**src/rtl/kyber_tomont_pipe_if.sv**
```systemverilog
// kyber_tomont_pipe_if: valid/ready stream bundle for the to-Montgomery pipe.
// slave = the pipe, master = the producer/consumer around it.
interface kyber_tomont_pipe_if;
  logic               in_valid;
  logic               in_ready;
  logic signed [15:0] in_a;
  logic               out_valid;
  logic               out_ready;
  logic signed [15:0] out_r;
  logic               out_last;

  modport slave (
    input  in_valid,
    input  in_a,
    input  out_ready,
    output in_ready,
    output out_valid,
    output out_r,
    output out_last
  );

  modport master (
    output in_valid,
    output in_a,
    output out_ready,
    input  in_ready,
    input  out_valid,
    input  out_r,
    input  out_last
  );
endinterface

```
**src/rtl/kyber_tomont_pipe.sv**
```systemverilog
// kyber_tomont_pipe: a -> a*2^16 mod q via Montgomery reduction of a*MONT2.
// Optional TOMONT_FREEZE_EN adds a 4th stage mapping the result into [0, q-1].
module kyber_tomont_pipe #(
  parameter int KYBER_Q = 3329,
  parameter int QINV    = -3327,
  parameter int MONT2   = 1353,
  parameter int NCOEF   = 256
) (
  input  logic clk,
  input  logic rst_n,
  kyber_tomont_pipe_if.slave bus
);

  localparam int CW = (NCOEF > 1) ? $clog2(NCOEF) : 1;
  localparam logic [CW-1:0] LAST_IDX = CW'(NCOEF - 1);

  logic               stall;
  logic               en;
  logic               vo;
  logic signed [15:0] ro;
  logic               xfer;

  logic               v1;
  logic               v2;
  logic               v3;
  logic signed [31:0] p1;
  logic signed [31:0] p2;
  logic signed [15:0] u2;
  logic signed [15:0] r3;

  logic signed [31:0] p_nx;
  logic signed [15:0] u_nx;
  logic signed [15:0] r_nx;

  logic [CW-1:0]      cnt;

  assign p_nx = 32'(bus.in_a * MONT2);
  assign u_nx = 16'($signed(p1[15:0]) * QINV);
  assign r_nx = 16'((p2 - u2 * KYBER_Q) >>> 16);

  assign stall = vo && !bus.out_ready;
  assign en    = !stall;
  assign xfer  = vo && bus.out_ready;

  assign bus.in_ready  = en;
  assign bus.out_valid = vo;
  assign bus.out_r     = ro;
  assign bus.out_last  = vo && (cnt == LAST_IDX);

  // Three reduction stages advancing together whenever the output is not stalled.
  always_ff @(posedge clk or negedge rst_n) begin
    if (!rst_n) begin
      v1 <= 1'b0;
      v2 <= 1'b0;
      v3 <= 1'b0;
      p1 <= '0;
      p2 <= '0;
      u2 <= '0;
      r3 <= '0;
    end else if (en) begin
      v1 <= bus.in_valid;
      v2 <= v1;
      v3 <= v2;
      p1 <= p_nx;
      p2 <= p1;
      u2 <= u_nx;
      r3 <= r_nx;
    end
  end

`ifdef TOMONT_FREEZE_EN
  logic               v4;
  logic signed [15:0] r4;

  // Freeze stage: fold a negative reduced value up by one modulus.
  always_ff @(posedge clk or negedge rst_n) begin
    if (!rst_n) begin
      v4 <= 1'b0;
      r4 <= '0;
    end else if (en) begin
      v4 <= v3;
      r4 <= (r3 < 0) ? 16'(r3 + KYBER_Q) : r3;
    end
  end

  assign vo = v4;
  assign ro = r4;
`else
  assign vo = v3;
  assign ro = r3;
`endif

  // Coefficient index of the word currently on the output.
  always_ff @(posedge clk or negedge rst_n) begin
    if (!rst_n) begin
      cnt <= '0;
    end else if (xfer) begin
      cnt <= (cnt == LAST_IDX) ? '0 : cnt + 1'b1;
    end
  end

endmodule

```
**src/flat_wrapper.sv**
```systemverilog
// flat-port wrapper written by rule: the top's interface ports become plain ports
module kyber_tomont_pipe_flat 
#(
  parameter int KYBER_Q = 3329,
  parameter int QINV    = -3327,
  parameter int MONT2   = 1353,
  parameter int NCOEF   = 256
)
  (clk, rst_n, bus_in_valid, bus_in_a, bus_out_ready, bus_in_ready, bus_out_valid, bus_out_r, bus_out_last);
  kyber_tomont_pipe_if bus_i ();
  input  logic clk;
  input  logic rst_n;
  input wire logic [$bits(bus_i.in_valid)-1:0] bus_in_valid;
  input wire logic [$bits(bus_i.in_a)-1:0] bus_in_a;
  input wire logic [$bits(bus_i.out_ready)-1:0] bus_out_ready;
  output wire logic [$bits(bus_i.in_ready)-1:0] bus_in_ready;
  output wire logic [$bits(bus_i.out_valid)-1:0] bus_out_valid;
  output wire logic [$bits(bus_i.out_r)-1:0] bus_out_r;
  output wire logic [$bits(bus_i.out_last)-1:0] bus_out_last;
  assign bus_i.in_valid = bus_in_valid;
  assign bus_i.in_a = bus_in_a;
  assign bus_i.out_ready = bus_out_ready;
  assign bus_in_ready = bus_i.in_ready;
  assign bus_out_valid = bus_i.out_valid;
  assign bus_out_r = bus_i.out_r;
  assign bus_out_last = bus_i.out_last;
  kyber_tomont_pipe #(.KYBER_Q(KYBER_Q), .QINV(QINV), .MONT2(MONT2), .NCOEF(NCOEF)) u_core (.clk(clk), .rst_n(rst_n), .bus(bus_i));
endmodule
```
**config.mk**
```make
export PLATFORM = sky130hd
export DESIGN_NAME = kyber_tomont_pipe_flat
export DESIGN_NICKNAME = d
export VERILOG_FILES = /design/src/rtl/kyber_tomont_pipe_if.sv /design/src/rtl/kyber_tomont_pipe.sv /design/src/flat_wrapper.sv
export SDC_FILE = /design/constraint.sdc
export NUM_CORES = 1
export LEC_CHECK = 0
export CORE_ASPECT_RATIO = 0.5
export CORE_MARGIN = 2
export CORE_UTILIZATION = 35
export CTS_BUF_LIST = sky130_fd_sc_hd__clkbuf_8 sky130_fd_sc_hd__clkbuf_16
export DETAILED_ROUTE_END_ITERATION = 7
export GPL_TIMING_DRIVEN = 0
export PLACE_DENSITY_LB_ADDON = 0.08
export SETUP_SLACK_MARGIN = 0.02
export SLEW_MARGIN = 40
export SYNTH_ARGS = -nofsm -noshare
export SYNTH_HDL_FRONTEND = slang
export SYNTH_SLANG_ARGS = --single-unit
export TNS_END_PERCENT = 1
```
**constraint.sdc**
```tcl
create_clock -name clk -period 5.7 [get_ports clk]
set_input_delay 0.57 -clock clk [delete_from_list [all_inputs] [get_ports clk]]
set_output_delay 0.57 -clock clk [all_outputs]
set_load 0.005 [all_outputs]
```
==> out/metrics.yaml <==
setup_path:
  cp.arrival_ns: 5.48
  crit_fanout: 5
  critPathLaunchType: "register"
  required_ns: 5.93
  worstSetupPathType: "reg2reg"
  worstSetupEndpointType: "register"
flow_run:
  cap_violations: 0
sta:
  report.final.slew_viol_count: 0
  fin_crit_ns: 5.25
  finalWorstSetupSlack_ns: 0.447
  finalClockSkew_ns: 0.0121
  final_hold_viol_count: 0
  tns_ns: 0
  rsz0062_at_grt: "false"
  relSlewSlack_pct: 46.2
  max_freq_mhz: 190
  worst_slew_pin_slew_ns: 0.808
  setup_violations: 0
  finalCritPeriodShare_pct: 92.2
  holdWs_ns: 0.159
synth:
  synth-seq-cells: 89
  yosysTopAreaCellShare_pct: 26.9
  synth_area_um2: 10600
  synth_top_area_cell: "ha_1"
  synth_cell_types: 59
  yosys_warnings: 0
  synth.area.top_cells: "ha_1 (27%), dfrtp_1 (21%), fa_1 (19%)"
  synthArstFlopShare_pct: 100
  ys_seq_area_share_pct: 21.0
  synth_edf_count: 0
  ys_dominant_reg_cell: "dfrtp_1"
  synth_nets: 1489
  syn_avg_cell_area_um2: 9.31
  netlist_instances: 1141
detailed_routing:
  routedWlPerCell_um: 13.9
  drc: 0
  ant_nets: 0
  vias: 7174
  dr.pass1.iters: 4
  wl_mm: 22.2
  via_per_inst: 4.50
  drtIter0Drc: 227
clocking:
  cts_num_sinks: 89
  cts_root_buf: "clkbuf_16"
  htree_levels: 3
  numCtsBuffers: 9
  clk_pin_slew_ns: 0.08
  post-cts-setup-buffer-count: 0
  hold_buffers: 0
  clk_latency_ns: 0.36
  cts_buffer_depth: 2
  cts_tree: "done"
grt:
  antenna_found_initial: 0
  grt_pass1_vias: 7276
  grt.overflow.total: 0
  grt.total_usage_pct: 14.9
  grt_max_degree: 54
  grt_pass1_wl_mm: 37.5
placed_design:
  dp_slack_ns: 0.0798
  portBuffers: 38
  gp_congestion: 0.757
  dp_cells: 1579
  dpl.hpwl_mm: 19.1
floorplanning:
  coreArea_um2: 30100
  die_width_um: 250
  ios: 39
  dieArea_um2: 31800
  num_rows: 45
  die_y_um: 127
  start_util_pct: 35.3
final_layout:
  final-instance-count-excl-fill: 1595
  area_growth_syn_to_layout_pct: 11.4
  antenna_cells: 0
  layout-drive-gt1-share_pct: 3.51
  final_nets: 1539
run_status:
  status: "finished, final reports clean"
worst_hold_path:
  hp-class: "in2async"
layer usage:
layer | up-vias | global-route usage (%) | routed length (µm)
met5 | - | 0 | 0
met4 | 0 | 2.64 | 164
met3 | 11 | 1.61 | 375
met2 | 43 | 23.4 | 9470
met1 | 3415 | 22.3 | 12200
li1 | 3705 | - | -
Yosys cell counts, types with 5 or more instances:
cell / number
xor2_1: 15
ha_1: 228
nand2b_1: 5
and3_1: 5
clkbuf_1: 14
nor3_1: 8
inv_1: 286
a21o_1: 14
o21ai_0: 47
nor2b_1: 5
nand3_1: 8
a21oi_1: 46
a211oi_1: 5
fa_1: 100
dfrtp_1: 89
nand2_1: 110
nor2_1: 43
xnor2_1: 34
o21ai_1: 13
worst max-delay path, cell delays in order (launching register included):
cell and delay, ns:
dfrtp_1 0.49, ha_1 0.34, ha_1 0.30, fa_1 0.54, inv_1 0.06, fa_1 0.52, inv_1 0.04, ha_1 0.30
fa_1 0.54, inv_1 0.04, ha_1 0.30, and3_1 0.19, or3b_1 0.35, o21ba_2 0.26, o31ai_4 0.32, a211oi_2 0.14
xnor2_1 0.29, a21oi_1 0.11
area by class of cell:
class | instances | area, µm²
buffer | 22 | 113
timing repair buffer | 39 | 397
clock inverter | 7 | 81.3
inverter | 287 | 1080
sequential | 89 | 2230
clock buffer | 9 | 225
tap | 399 | 499
fill | 3057 | 18200
multi-input combinational | 743 | 7210
cells by family (layout without fill, tap and decap cells):
| family | count (synthesis) | after routing | share of synthesized area, % |
|---|---|---|---|
| adders and majority gates | 328 | 328 | 45.7 |
| buffers and inverters | 309 | 364 | 11.2 |
| and+or+nand+nor | 203 | 203 | 8.22 |
| AOI/OAI and AO/OA | 158 | 158 | 9.34 |
| DFF | 89 | 89 | 21.0 |
| xor gates and xnor gates | 49 | 49 | 4.04 |
| muxes | 5 | 5 | 0.495 |
through the flow:
step           cell area, µm²  utilization (%)
3_3_place_gp            11500             38.2
6_report                11800             39.3
4_1_cts                 11800             39.3
5_1_grt                 11800             39.3
3_5_place_dp            11500             38.3
2_1_floorplan           10600                -
registers in the layout (all words and copies together), names as in the netlist:
register and count:
u_core.p1 28, u_core.p2 20, u_core.v1 1, u_core.u2 16
u_core.cnt 8, u_core.v2 1, u_core.bus.out_valid 1, u_core.bus.out_r 14
layout by cell type (no fill, tap or decap), types with 9 or more instances in the layout:
cell | Yosys | final
clkdlybuf4s50_1 | 0 | 36
a21o_1 | 14 | 14
nand2_1 | 110 | 110
a21oi_1 | 46 | 46
inv_1 | 286 | 286
xor2_1 | 15 | 15
fa_1 | 100 | 100
o21ai_0 | 47 | 47
clkbuf_16 | 0 | 9
nor2_1 | 43 | 43
xnor2_1 | 34 | 34
o21ai_1 | 13 | 13
clkbuf_1 | 14 | 14
dfrtp_1 | 89 | 88
ha_1 | 228 | 228
final timing paths:
kind / depth (start not counted) / start / endpoint / slack, ns
max in group asynchronous: 2 / rst_n / u_core.u2[15] / 4.94
max: 17 / u_core.u2[9] / u_core.bus.out_r[14] / 0.45
min reg2reg: 2 / u_core.v2 / u_core.v2 / 0.47
min in group clk: 2 / u_core.v2 / u_core.v2 / 0.47
max reg2reg: 17 / u_core.u2[9] / u_core.bus.out_r[14] / 0.45
min: 1 / rst_n / u_core.p1[27] / 0.16
timing repair:
action,CTS,global route
setup endpoints to repair,0,3
resized for setup,0,2
hold endpoints to repair,0,0
Power is left out: the tool's default activity adds up to more than one toggle a clock period on the data nets, which glitch-free logic cannot reach.
